<file path="src/rtl/prog_sequencer.sv">
// prog_sequencer: runs a batch of NPROG programs on a core, sequencing core reset,
// start, completion/timeout detection and per-program result reporting.
`default_nettype none

module prog_sequencer #(
  parameter int          NPROG   = 3,
  parameter int          RST_CYC = 4,
  parameter logic [15:0] TIMEOUT = 16'hFFFF
) (
  input  logic        Clk,
  input  logic        Reset,
  input  logic        Go,
  input  logic        CoreAck,
  output logic        CoreReset,
  output logic        CoreStart,
  output logic [1:0]  ProgSel,
  output logic        Busy,
  output logic        ResultValid,
  output logic [1:0]  ResultIdx,
  output logic [15:0] ResultCycles,
  output logic        ResultTimeout,
  output logic        Done
);

  typedef enum logic [2:0] {
    S_IDLE   = 3'd0,
    S_RST    = 3'd1,
    S_LAUNCH = 3'd2,
    S_RUN    = 3'd3,
    S_REPORT = 3'd4,
    S_DONE   = 3'd5
  } state_t;

  localparam logic [15:0] RST_LAST = 16'(RST_CYC - 1);
  localparam logic [1:0]  SEL_LAST = 2'(NPROG - 1);
  localparam logic [15:0] CNT_MAX  = 16'hFFFF;

  state_t      state, state_nx;
  logic [15:0] count, count_nx;
  logic [1:0]  sel, sel_nx;
  logic        res_load;
  logic [15:0] res_cycles_nx;
  logic        res_timeout_nx;

  always_ff @(posedge Clk or negedge Reset) begin
    if (!Reset) begin
      state         <= S_IDLE;
      count         <= '0;
      sel           <= '0;
      ResultIdx     <= '0;
      ResultCycles  <= '0;
      ResultTimeout <= 1'b0;
    end else begin
      state <= state_nx;
      count <= count_nx;
      sel   <= sel_nx;
      if (res_load) begin
        ResultIdx     <= sel;
        ResultCycles  <= res_cycles_nx;
        ResultTimeout <= res_timeout_nx;
      end
    end
  end

  always_comb begin
    state_nx       = state;
    count_nx       = count;
    sel_nx         = sel;
    res_load       = 1'b0;
    res_cycles_nx  = count;
    res_timeout_nx = 1'b0;
    case (state)
      S_IDLE, S_DONE: begin
        if (Go) begin
          state_nx = S_RST;
          sel_nx   = '0;
          count_nx = '0;
        end
      end
      S_RST: begin
        if (count >= RST_LAST) state_nx = S_LAUNCH;
        else                   count_nx = count + 16'd1;
      end
      S_LAUNCH: begin
        count_nx = '0;
        state_nx = S_RUN;
      end
      S_RUN: begin
        // Ack wins over a timeout landing in the same cycle.
        if (CoreAck) begin
          state_nx = S_REPORT;
          res_load = 1'b1;
        end else if (count >= TIMEOUT) begin
          state_nx       = S_REPORT;
          res_load       = 1'b1;
          res_cycles_nx  = TIMEOUT;
          res_timeout_nx = 1'b1;
        end else if (count != CNT_MAX) begin
          count_nx = count + 16'd1;
        end
      end
      S_REPORT: begin
        if (sel < SEL_LAST) begin
          sel_nx   = sel + 2'd1;
          count_nx = '0;
          state_nx = S_RST;
        end else begin
          state_nx = S_DONE;
        end
      end
      default: state_nx = S_IDLE;
    endcase
  end

  assign CoreReset   = (state == S_RST);
  assign CoreStart   = (state == S_LAUNCH);
  assign ProgSel     = sel;
  assign Busy        = (state != S_IDLE) && (state != S_DONE);
  assign ResultValid = (state == S_REPORT);
  assign Done        = (state == S_DONE);

endmodule

`default_nettype wire

</file>
<file path="config.mk">
export PLATFORM = sky130hd
export DESIGN_NAME = prog_sequencer
export DESIGN_NICKNAME = d
export VERILOG_FILES = /design/src/rtl/prog_sequencer.sv
export SDC_FILE = /design/constraint.sdc
export NUM_CORES = 1
export LEC_CHECK = 0
export ABC_AREA = 1
export BUFFER_PORTS_ARGS = -buffer_cell sky130_fd_sc_hd__buf_4
export CORE_MARGIN = 2
export CORE_UTILIZATION = 60
export DETAILED_ROUTE_END_ITERATION = 8
export PLACE_DENSITY = 0.9
export RECOVER_POWER = 100
export SLEW_MARGIN = 20
export SYNTH_ARGS = -nofsm -noshare
export SYNTH_HDL_FRONTEND = slang
export SYNTH_SLANG_ARGS = --single-unit
</file>
<file path="constraint.sdc">
create_clock -name Clk -period 5.1 [get_ports Clk]
set_input_delay 1.02 -clock Clk [delete_from_list [all_inputs] [get_ports Clk]]
set_output_delay 1.02 -clock Clk [all_outputs]
set_load 0.1 [all_outputs]
</file>
## Word-level counts from Yosys, hierarchy flattened

Cells that the tools add are included.
W data, S select, Z words.

| storage, ports and cells | value |
|---|---|
| register bits | 40 |
| bits in writable memories | 0 |
| word-level logic and storage cells | 59 |
| output and inout port bits | 26 |
| memory bits (read-only) | 0 |
| memories | 0 |
| bits in latches | 0 |

| operators by class | value |
|---|---|
| bitwise gates (word level) | 0 |
| reductions and logical operators | 9 |
| mux-type cells | 24 |
| div/mod/pow operators | 0 |
| equal/unequal tests | 15 |
| add/sub/neg operators | 2 |
| shift-type cells | 0 |
| order comparisons | 3 |
| multipliers | 0 |

Operators with widths:

| cell | count |
|---|---|
| $mux W16 | 9 |
| $pmux W16 S5 | 1 |
| $add A16 B1 Y16 const B | 1 |
| $ge A16 B16 Y1 const B | 1 |
| $ge A16 B2 Y1 const B | 1 |
| $ne A16 B16 Y1 const B | 1 |
| $mux W3 | 5 |
| $pmux W3 S5 | 1 |
| $ne A2 B2 Y1 const B | 5 |
| $reduce_and A7 Y1 | 1 |
| $eq A3 B2 Y1 const B | 2 |
| $eq A3 B3 Y1 const B | 2 |
| $ne A3 B3 Y1 const B | 2 |
| $reduce_and A3 Y1 | 2 |
| $mux W1 | 5 |
| $reduce_bool A5 Y1 | 1 |
| $mux W2 | 2 |
| $ne A2 B1 Y1 const B | 2 |
| $pmux W2 S2 | 1 |
| $eq A3 B1 Y1 const B | 1 |
| $logic_not A3 Y1 | 1 |
| $reduce_bool A3 Y1 | 1 |
| $add A2 B1 Y2 const B | 1 |
| $lt A2 B2 Y1 const B | 1 |
| other kinds (3) | 3 |

## Logic depth before layout (Yosys ltp)

Gate-level depths: netlist of the first run.

| depth | value |
|---|---|
| depth after elaboration | 5 |
| gate-level depth with buffers | 11 |
| mapped depth without buffers | 10 |

## Worst setup path before layout of the first run

OpenSTA, ideal clock, no wires.

| timing path | value |
|---|---|
| path kind | reg-to-output |
| start point | register state[0] |
| end point | output CoreStart |
| stages on the path, launching flop included | 4 |
| slack | 2.163 ns |
| required time | 4.080 ns |
| path buffers | 0 |
| arrival | 1.917 ns |
| cell sequence | dfrtp_1 nor2_2 inv_1 nor2_1 |

| between the ends | value |
|---|---|
| longest elaborated chain between the ends | 1 |

RTL lines:

| item | line | RTL |
|---|---|---|
| from (decl) | 38 | `state_t state, state_nx;` |
| from (signal assigned) | 54 | `state <= state_nx;` |
| $eq A3 B2 Y1 | 116 | `assign CoreStart = (state == S_LAUNCH);` |
| to (decl) | 15 | `output logic CoreStart,` |

No other way between the ends.

## Worst setup path after layout of the first run

| timing path | value |
|---|---|
| start point | register state[1] |
| end point | output ResultValid |

| between the ends | value |
|---|---|
| longest elaborated chain between the ends | 1 |

RTL lines:

| item | line | RTL |
|---|---|---|
| $eq A3 B3 Y1 | 119 | `assign ResultValid = (state == S_REPORT);` |
| to (decl) | 18 | `output logic ResultValid,` |

No other way between the ends.

==> flow_metrics.py, run 1 <==
metrics = {
    "global_route": {
        "antenna_found_initial": 0,
        "grt_pass1_wl_um": 8540,
        "grt_pass1_vias": 1880,
        "grt_max_degree": 41,
        "grt.overflow.total": 0,
        "grt_usage_pct": 26.8,
    },
    "critical_path": {
        "cpPeakStageDelay_ps": 900,
        "crit_slowest_cell": "clkbuf_1",
        "path_max_fanout": 5,
        "cp-end-kind": "output port",
        "startpoint_type": "flop",
        "path_delay_family": "buffers and inverters",
        "crit_chain": "inv_1, nand2_1, nor2_1, clkbuf_1",
        "critical_path_arrival_ps": 2190,
        "path_buf_inv": 2,
        "critical_path_class": "flop to output port",
        "cp.required_ps": 4080,
    },
    "finish": {
        "synthToLayoutAreaGrowth_pct": 8.83,
        "layout-drive-gt1-share_pct": 7.93,
        "layout.nets": 333,
        "fillCellCount": 337,
        "diodes": 0,
    },
    "sta": {
        "setup_violations": 0,
        "clock_skew_ps": 5.39,
        "hold_viol_final": 0,
        "tightest_slew_ps": 2050,
        "slew_headroom_pct": -36.7,
        "rsz0062_at_grt": "no",
        "timing.final.crit_period_ps": 3210,
        "timing.fmax_mhz": 311,
        "slew_viol_final": 41,
        "setup_slack_ps": 1890,
        "min_period_over_period_pct": 63.0,
        "fin_tns_setup_ps": 0,
    },
    "cts": {
        "cts_setup_buffers": 0,
        "clock-sinks": 40,
        "numCtsBuffers": 5,
        "clkSlewWorstSetupHoldPaths_ps": 80,
        "cts_max_path_buffers": 2,
        "cts_resized": 0,
        "clk_latency_ps": 290,
        "cts_tree": "done",
        "h-tree-depth": 2,
        "cts_hold_buf": 0,
        "cts_root_buf": "clkbuf_8",
    },
    "synth": {
        "synthXorXnorAreaFrac_pct": 1.96,
        "synth_area_um2": 2240,
        "yosys.cell_count.top_type": "nand2_1",
        "synth_common_cells": "nand2_1 (112), dfrtp_1 (40), nor2_1 (36)",
        "yosys.area_share.simple_pct": 37.8,
        "synthFlopType": "dfrtp_1",
        "syn-num-nets": 303,
        "yosysUniqueCellTypes": 29,
        "synth_top_family_by_area": "simple AND/OR/NAND/NOR gates",
        "synthArstFlopShare_pct": 100,
        "ys_top_cells_by_area": "dfrtp_1 (45%), nand2_1 (19%), nor2_1 (6.0%), nand3_1 (3.8%), inv_1 (3.4%)",
        "yosysTopAreaCell": "dfrtp_1",
        "ys_seq_elements": 40,
        "synth_warnings": 0,
        "yosys-mux-area-fraction_pct": 0,
        "synth_fa_ha_area_share_pct": 0.559,
        "synth_edf_count": 0,
        "yosysSeqAreaShare_pct": 44.7,
        "synth_top_cell_area_share_pct": 44.7,
        "syn_inst": 298,
        "synth.avg_cell_area_um2": 7.51,
        "synth_compound_area_share_pct": 8.11,
    },
    "die": {
        "core_um2": 3630,
        "fp.dieH_um": 65.1,
        "initial_core_util_pct": 61.6,
        "io_pins": 30,
        "die_w_um": 65.1,
        "die_area_um2": 4240,
        "std_cell_rows": 22,
    },
    "routing": {
        "routedWlPerCell_um": 13.5,
        "dr.pass1.iters": 4,
        "vias_per_cell": 5.28,
        "wl_um": 5060,
        "postRouteAntennaNets": 0,
        "vias": 1987,
        "drtIter0Drc": 163,
        "drc": 0,
    },
    "pwr": {
        "power_leakage_nw": 1.16,
        "ir_drop_mv": 0.245,
        "power_mw": 1.25,
        "powerDensity_nw_per_um2": 512,
    },
    "placement": {
        "gp_congestion": 0.919,
        "port_buffers": 29,
        "place_hpwl_um": 3690,
        "pre_cts_slack_ps": 2860,
    },
    "run_status": {
        "violations": "capacitance limit, slew limit",
        "status": "complete, but fails checks",
    },
    "worst_hold_path": {
        "hold_path_class": "flop to flop",
    },
    "run": {
        "cap_violations": 1,
    },
}
-- logic make-up (layout without fill, tap and decap cells) --
family,Yosys count,count (layout)
simple gates,192,192
flops,40,40
buf+inv,32,62
compound gates,28,28
xor+xnor,5,5
fa+ha+maj,1,1
-- per-stage QoR --
step / instance area, µm² / utilization, % / hold WS, ps / cells
finish: 2440 / 67.0 / 483 / 376
global route: 2440 / 67.0 / 512 / 376
CTS: 2590 / 71.2 / 487 / 376
detailed placement: 2460 / 67.7 / 470 / 369
global placement: 2460 / 67.7 / 456 / 369
floorplan: 2240 / - / 471 / 298
-- cell type report --
cell class | instances | area (µm²) | area share [%]
timing repair buffer | 29 | 116 | 4.78
tap | 48 | 60.1 | 2.47
clock inverter | 2 | 60.1 | 2.47
inverter | 26 | 97.6 | 4.01
multi-input combinational | 226 | 1030 | 42.4
sequential | 40 | 1000 | 41.1
clock buffer | 5 | 68.8 | 2.82
-- layer usage --
layer | routed length [µm] | track usage [%]
met4 | 106 | 10.2
met2 | 2430 | 43.2
met5 | 0 | 0
met1 | 2240 | 34.9
met3 | 277 | 6.77
-- registers in the layout, summed over array words and instances, names as in the netlist --
signal and flops:
ResultCycles 16, ResultTimeout 1, count 16, ResultIdx 2, state 3, ProgSel 2
-- power breakdown --
group,internal (mW),total (mW),switching (mW),leakage [nW]
Sequential,0.353,0.391,0.0377,0.547
Combinational,0.0885,0.556,0.468,0.551
Clock,0.193,0.300,0.108,0.0642
-- path summary, 6_finish.rpt --
kind | start | endpoint | slack [ps] | depth (start not counted)
worst max-delay path | state[1] | ResultValid | 1890 | 4
worst min-delay path | ResultCycles[2] | ResultCycles[2] | 480 | 2
worst max register to register | count[0] | ResultCycles[13] | 2550 | 7
worst min register to register | ResultCycles[2] | ResultCycles[2] | 480 | 2
max in group asynchronous | Reset | count[11] | 2620 | 1
min in group asynchronous | Reset | ResultCycles[3] | 1300 | 1
-- worst register-to-register path, delay by kind of cell, from the launching register on --
kind,cells,cell delay [ps]
adder cells (fa/ha/maj),1,250
AND/OR/NAND/NOR,4,1040
flip-flops,1,500
AO/OA/AOI/OAI,2,670
-- layout by cell type, fill, tap and decap left out, types with 2 or more instances in the layout --
master     instances
nand2_1          114
a21oi_1            6
nand3_1           18
nor2_1            39
clkbuf_1          27
xor2_1             5
nand2_4            3
inv_1             21
clkinv_1           2
buf_4              2
nor3_1             2
o21ai_0           19
nand2_2            5
inv_2              3
nand4_1            4
nor2_4             3
dfrtp_1           40
bufinv_16          2
clkbuf_8           5
(Power assumes the default switching activity.)
==> run 2: changes to the inputs <==
--- a/config.mk
+++ b/config.mk
@@ -8,9 +8,9 @@
 export ABC_AREA = 1
 export BUFFER_PORTS_ARGS = -buffer_cell sky130_fd_sc_hd__buf_4
 export CORE_MARGIN = 2
-export CORE_UTILIZATION = 60
+export CORE_UTILIZATION = 57
 export DETAILED_ROUTE_END_ITERATION = 8
-export PLACE_DENSITY = 0.9
+export PLACE_DENSITY = 0.86
 export RECOVER_POWER = 100
 export SLEW_MARGIN = 20
 export SYNTH_ARGS = -nofsm -noshare
==> constraint.sdc (replaced) <==
create_clock -name Clk -period 3.16 [get_ports Clk]
set_input_delay 0.632 -clock Clk [delete_from_list [all_inputs] [get_ports Clk]]
set_output_delay 0.632 -clock Clk [all_outputs]
set_load 0.1 [all_outputs]
==> run 2 against run 1 <==
Net effect:
- the run still ends with capacitance limit, slew limit left
- core utilization fell by 2.3 points
- total power rose by 51%
- wire length fell by 0.87%
- via count rose by 1.1%
- sequential cell count did not move
- highest routed layer unchanged
- hold slack improved by 0.85 ps
- critical path type unchanged
- first-iteration DRC count rose by 25%
- die area rose by 4.9%
- non-clock buffer count did not move
- clock power rose by 17%
==> flow_metrics.py, run 2 (synthesized netlist as in run 1, its figures left out) <==
metrics = {
    "run_status": {
        "status": "complete, but fails checks",
        "violations": "capacitance limit, slew limit",
    },
    "finish": {
        "diodes": 0,
        "layout_common_cells": "nand2_1 (114), dfrtp_1 (40), nor2_1 (39)",
        "final_area_um2": 2410,
        "final_common_cell": "nand2_1",
        "fillCellCount": 352,
        "layout.nets": 333,
        "top_regs": "ResultCycles: 16 flops, count: 16 flops, state: 3 flops",
        "layout-drive-gt1-share_pct": 9.12,
        "synthToLayoutAreaGrowth_pct": 7.55,
    },
    "routing": {
        "drtIter0Drc": 203,
        "vias": 2009,
        "wl_um": 5020,
        "postRouteAntennaNets": 0,
        "drc": 0,
        "dr.pass1.iters": 4,
        "routedWlPerCell_um": 13.3,
        "vias_per_cell": 5.33,
    },
    "critical_path": {
        "r2r_cells": 9,
        "startpoint_type": "flop",
        "cp-end-kind": "output port",
        "path_max_fanout": 5,
        "cp.required_ps": 2530,
        "critical_path_class": "flop to output port",
        "critical_path_arrival_ps": 1990,
    },
    "cts": {
        "h-tree-depth": 2,
        "clock-sinks": 40,
        "cts_hold_buf": 0,
        "cts_max_path_buffers": 2,
        "cts_root_buf": "clkbuf_8",
        "cts_tree": "done",
        "numCtsBuffers": 5,
        "cts_setup_buffers": 0,
        "clkSlewWorstSetupHoldPaths_ps": 70,
        "clk_latency_ps": 300,
        "cts_resized": 0,
    },
    "pwr": {
        "powerDensity_nw_per_um2": 782,
        "power_leakage_nw": 1.16,
        "ir_drop_mv": 0.455,
    },
    "placement": {
        "place_hpwl_um": 3710,
        "port_buffers": 29,
        "gp_congestion": 0.926,
        "placedInstanceArea_um2": 2460,
    },
    "global_route": {
        "grt_usage_pct": 25.7,
        "grt_max_degree": 41,
        "grt_pass1_wl_um": 8490,
        "antenna_found_initial": 0,
        "grt.overflow.total": 0,
        "grt_pass1_vias": 1828,
    },
    "sta": {
        "slew_headroom_pct": -40.2,
        "slew_viol_final": 41,
        "clock_skew_ps": 8.66,
        "timing.final.crit_period_ps": 2620,
        "fin_tns_setup_ps": 0,
        "hold_viol_final": 0,
        "hold-worst-slack_ps": 484,
        "tightest_slew_ps": 2100,
        "rsz0062_at_grt": "no",
        "setup_violations": 0,
        "timing.fmax_mhz": 381,
        "min_period_over_period_pct": 83.0,
    },
    "die": {
        "std_cell_rows": 22,
        "die_area_um2": 4440,
        "initial_core_util_pct": 60.2,
        "fp.dieH_um": 66.7,
        "die_w_um": 66.7,
        "core_um2": 3720,
        "io_pins": 30,
    },
    "worst_hold_path": {
        "hold_path_class": "flop to flop",
        "holdPathStages": 2,
    },
    "run": {
        "cap_violations": 1,
    },
}
[run 2: cell types whose count changed in the layout (fill, tap and decap cells not counted), sizes merged]
cell / previous run / this run
bufinv: 2 / 0
clkbuf: 32 / 31
buf: 2 / 4
clkinv: 2 / 4
[run 2: final timing paths]
path                             startpoint          endpoint  slack, ps
setup / recovery                   state[0]         CoreStart        540
hold / removal             ResultCycles[11]  ResultCycles[11]        480
setup reg to reg                   count[0]         count[15]        950
hold reg to reg            ResultCycles[11]  ResultCycles[11]        480
max in group asynchronous             Reset  ResultCycles[14]       1020
min in group asynchronous             Reset          count[2]        940
[run 2: layout make-up]
cell class	count	area, µm²	share of cell area (%)
clock buffers	6	82.6	3.43
well taps	48	60.1	2.49
clock inverters	2	10.0	0.416
flip-flops and latches	40	1000	41.6
repair buffers	29	124	5.15
inverters	26	97.6	4.05
multi-input cells	226	1030	42.9
[run 2: critical path: stages, from the launching register on]
cell and delay (ps):
dfrtp_1 460, nor2_2 170, inv_1 70, nor2_1 130
clkbuf_1 880
[run 2: through the flow]
stage	total power, mW	setup WS [ps]	instances	utilization, %
6_report	1.88	537	377	64.8
5_1_grt	1.98	473	377	64.8
4_1_cts	1.95	970	377	68.7
3_5_place_dp	1.60	1120	369	66.2
3_3_place_gp	1.58	1250	369	66.2
2_1_floorplan	1.43	431	298	-
[run 2: layer usage]
layer | share of wire, % | wire length [µm] | vias up | track usage (%)
li1 | - | - | 994 | -
met1 | 44 | 2230 | 934 | 33.7
met2 | 47 | 2350 | 74 | 41.1
met3 | 7.2 | 361 | 7 | 6.25
met4 | 1.6 | 80 | 0 | 9.95
met5 | 0 | 0 | - | 0
[run 2: where the power goes]
part	leakage, nW	switching [mW]	internal [mW]
combinational	0.560	0.755	0.150
sequential	0.547	0.0579	0.570
clock	0.0510	0.177	0.174
==> run 3: changes to the inputs <==
--- a/config.mk
+++ b/config.mk
@@ -5,12 +5,12 @@
 export SDC_FILE = /design/constraint.sdc
 export NUM_CORES = 1
 export LEC_CHECK = 0
-export ABC_AREA = 1
+export ABC_AREA = 0
 export BUFFER_PORTS_ARGS = -buffer_cell sky130_fd_sc_hd__buf_4
 export CORE_MARGIN = 2
-export CORE_UTILIZATION = 57
+export CORE_UTILIZATION = 51
 export DETAILED_ROUTE_END_ITERATION = 8
-export PLACE_DENSITY = 0.86
+export PLACE_DENSITY = 0.82
 export RECOVER_POWER = 100
 export SLEW_MARGIN = 20
 export SYNTH_ARGS = -nofsm -noshare
==> constraint.sdc (replaced) <==
create_clock -name Clk -period 2.2 [get_ports Clk]
set_input_delay 0.44 -clock Clk [delete_from_list [all_inputs] [get_ports Clk]]
set_output_delay 0.44 -clock Clk [all_outputs]
set_load 0.1 [all_outputs]
==> run 3 against run 2 <==
Net effect:
- the flow now finishes without violations
- critical path depth unchanged
- design area up 5.0%
- register-to-register slack worse by 850 ps
- global-route usage down 1.9 points
- first-iteration DRC count shrank 55%
- synthesized cell count fell by 35%
- setup slack lost 450 ps
- die area grew 0.90%
- sequential cell count stayed put
- non-clock buffer count up 24
- hold slack worse by 200 ps
- via count down 10%
- largest cell class is now flip-flops and latches
==> flow_metrics.py, run 3 <==
metrics = {
    "run_status": {
        "status": "completed",
    },
    "sta": {
        "slew_viol_final": 0,
        "min_period_over_period_pct": 96.1,
        "timing.final.crit_period_ps": 2110,
        "timing.fmax_mhz": 473,
        "hold_viol_final": 0,
        "setup_violations": 0,
        "slew_headroom_pct": 35.3,
        "fin_tns_setup_ps": 0,
        "tightest_slew_ps": 971,
        "clock_skew_ps": 4.60,
    },
    "finish": {
        "fillCellCount": 308,
        "layout_common_cells": "dfrtp_1 (39), buf_4 (29), clkbuf_2 (22)",
        "synthToLayoutAreaGrowth_pct": 25.0,
        "top_regs": "ResultCycles: 16 flops, count: 16 flops, state: 3 flops",
        "layout.nets": 249,
        "layout-drive-gt1-share_pct": 31.4,
        "final_common_cell": "dfrtp_1",
        "final_util_pct": 67.5,
        "diodes": 0,
    },
    "routing": {
        "routedWlPerCell_um": 16.1,
        "vias": 1799,
        "drtIter0Drc": 91,
        "drc": 0,
        "dr.pass1.iters": 4,
        "postRouteAntennaNets": 0,
        "wl_um": 4730,
        "vias_per_cell": 6.14,
    },
    "synth": {
        "ys_top_cells_by_area": "dfrtp_1 (50%), o22a_1 (5.2%), o21ai_0 (4.0%), mux2_2 (3.3%), a21oi_1 (3.0%)",
        "yosys.cell_count.top_type": "dfrtp_1",
        "yosysSeqAreaShare_pct": 49.5,
        "synth_edf_count": 0,
        "syn-num-nets": 200,
        "syn_inst": 195,
        "yosysUniqueCellTypes": 42,
        "ys_seq_elements": 40,
        "synth_warnings": 0,
        "synthFlopType": "dfrtp_1",
        "synth_top_cell_area_share_pct": 49.5,
        "yosysTopAreaCell": "dfrtp_1",
        "synthArstFlopShare_pct": 100,
        "synth.avg_cell_area_um2": 10.4,
        "synth_area_um2": 2020,
        "synth_common_cells": "dfrtp_1 (40), o21ai_0 (16), a21oi_1 (12), nand2_1 (12), o22a_1 (12)",
    },
    "critical_path": {
        "startpoint_type": "flop",
        "cp.required_ps": 1760,
        "critical_path_arrival_ps": 1670,
        "critical_path_class": "flop to output port",
        "path_max_fanout": 10,
        "r2r_cells": 7,
        "cp-end-kind": "output port",
    },
    "global_route": {
        "grt_pass1_vias": 1638,
        "grt_util_met1_pct": 33.8,
        "grtUsageMet3_pct": 4.90,
        "grt.met2_usage_pct": 36.4,
        "grt_usage_pct": 23.9,
        "grt_pass1_wl_um": 7890,
        "grt.overflow.total": 0,
        "grt_busiest_layer": "met2",
        "antenna_found_initial": 0,
        "grt_max_degree": 41,
    },
    "cts": {
        "clkSlewWorstSetupHoldPaths_ps": 80,
        "cts_max_path_buffers": 2,
        "clock-sinks": 40,
        "cts_hold_buf": 0,
        "numCtsBuffers": 5,
        "cts_setup_buffers": 0,
        "cts_resized": 0,
        "cts_tree": "done",
        "cts_root_buf": "clkbuf_8",
        "clk_latency_ps": 300,
        "h-tree-depth": 2,
    },
    "die": {
        "io_pins": 30,
        "std_cell_rows": 22,
        "initial_core_util_pct": 54.0,
        "die_area_um2": 4480,
        "fp.dieH_um": 67.0,
        "die_w_um": 67.0,
        "core_um2": 3740,
    },
    "placement": {
        "place_hpwl_um": 3290,
        "port_buffers": 29,
        "gp_congestion": 0.894,
    },
    "run": {
        "cap_violations": 0,
    },
    "worst_hold_path": {
        "hold_path_class": "input port to asynchronous set/reset pin",
    },
}
[run 3: changes by cell type after synthesis, sizes merged, moves of 5 or more]
cell   change
nand2    -110
nor2      -34
inv       -24
o22a      +12
nand3      -9
o31ai      +8
or4        +8
or3        +7
a21oi      +6
mux2       +6
xor2       -5
[run 3: logic make-up (layout without fill, tap and decap cells)]
family	after synthesis	after routing	synth area share, %
AOI/OAI and AO/OA	67	67	23.0
adders and majority gates	1	1	0.619
buffers and inverters	12	62	3.40
DFF	40	40	49.5
muxes	6	6	3.34
and+or+nand+nor	69	69	20.1
[run 3: metal layers]
layer  vias up  part of all wire [%]
li1        854                     -
met1       869                    45
met2        66                    47
met3        10                   6.5
met4         0                   2.1
met5         -                     0
[run 3: cell type report]
cell class                      count  area, µm²  area share, %
Clock buffer                        5       68.8           2.72
Timing Repair Buffer               53        352           13.9
Clock inverter                      3       46.3           1.83
Tap cell                           48       60.1           2.38
Multi-Input combinational cell    143        995           39.4
Inverter                            1       3.75          0.149
Sequential cell                    40       1000           39.7
[run 3: critical path, cell delays in order (launching register included)]
cell	delay (ps)
dfrtp_1	410
buf_4	180
nor2b_1	180
or3_1	360
buf_4	240
[run 3: path summary, 6_finish.rpt]
| check | from | end | slack, ps |
|---|---|---|---|
| worst max register to register | count[0] | count[8] | 100 |
| max in group asynchronous | Reset | ProgSel[1] | 1260 |
| worst max-delay path | state[0] | Busy | 90 |
| worst min register to register | ResultCycles[1] | ResultCycles[1] | 490 |
| worst min-delay path | Reset | ResultCycles[1] | 280 |
| min in group Clk | Go | ProgSel[1] | 480 |
[run 3: metrics by stage]
| step | hold slack (ps) | cell area, µm² | std cells | setup WS (ps) |
|---|---|---|---|---|
| floorplan | 144 | 2030 | 195 | -293 |
| global placement | 443 | 2430 | 285 | 121 |
| detailed placement | 441 | 2430 | 285 | 60.5 |
| CTS | 116 | 2550 | 293 | 11.3 |
| global route | 380 | 2530 | 293 | -8.86 |
| finish | 284 | 2530 | 293 | 85.6 |
Power of run 3 is left out: the tool's default activity adds up to more than one toggle a clock period on the data nets, which glitch-free logic cannot reach.
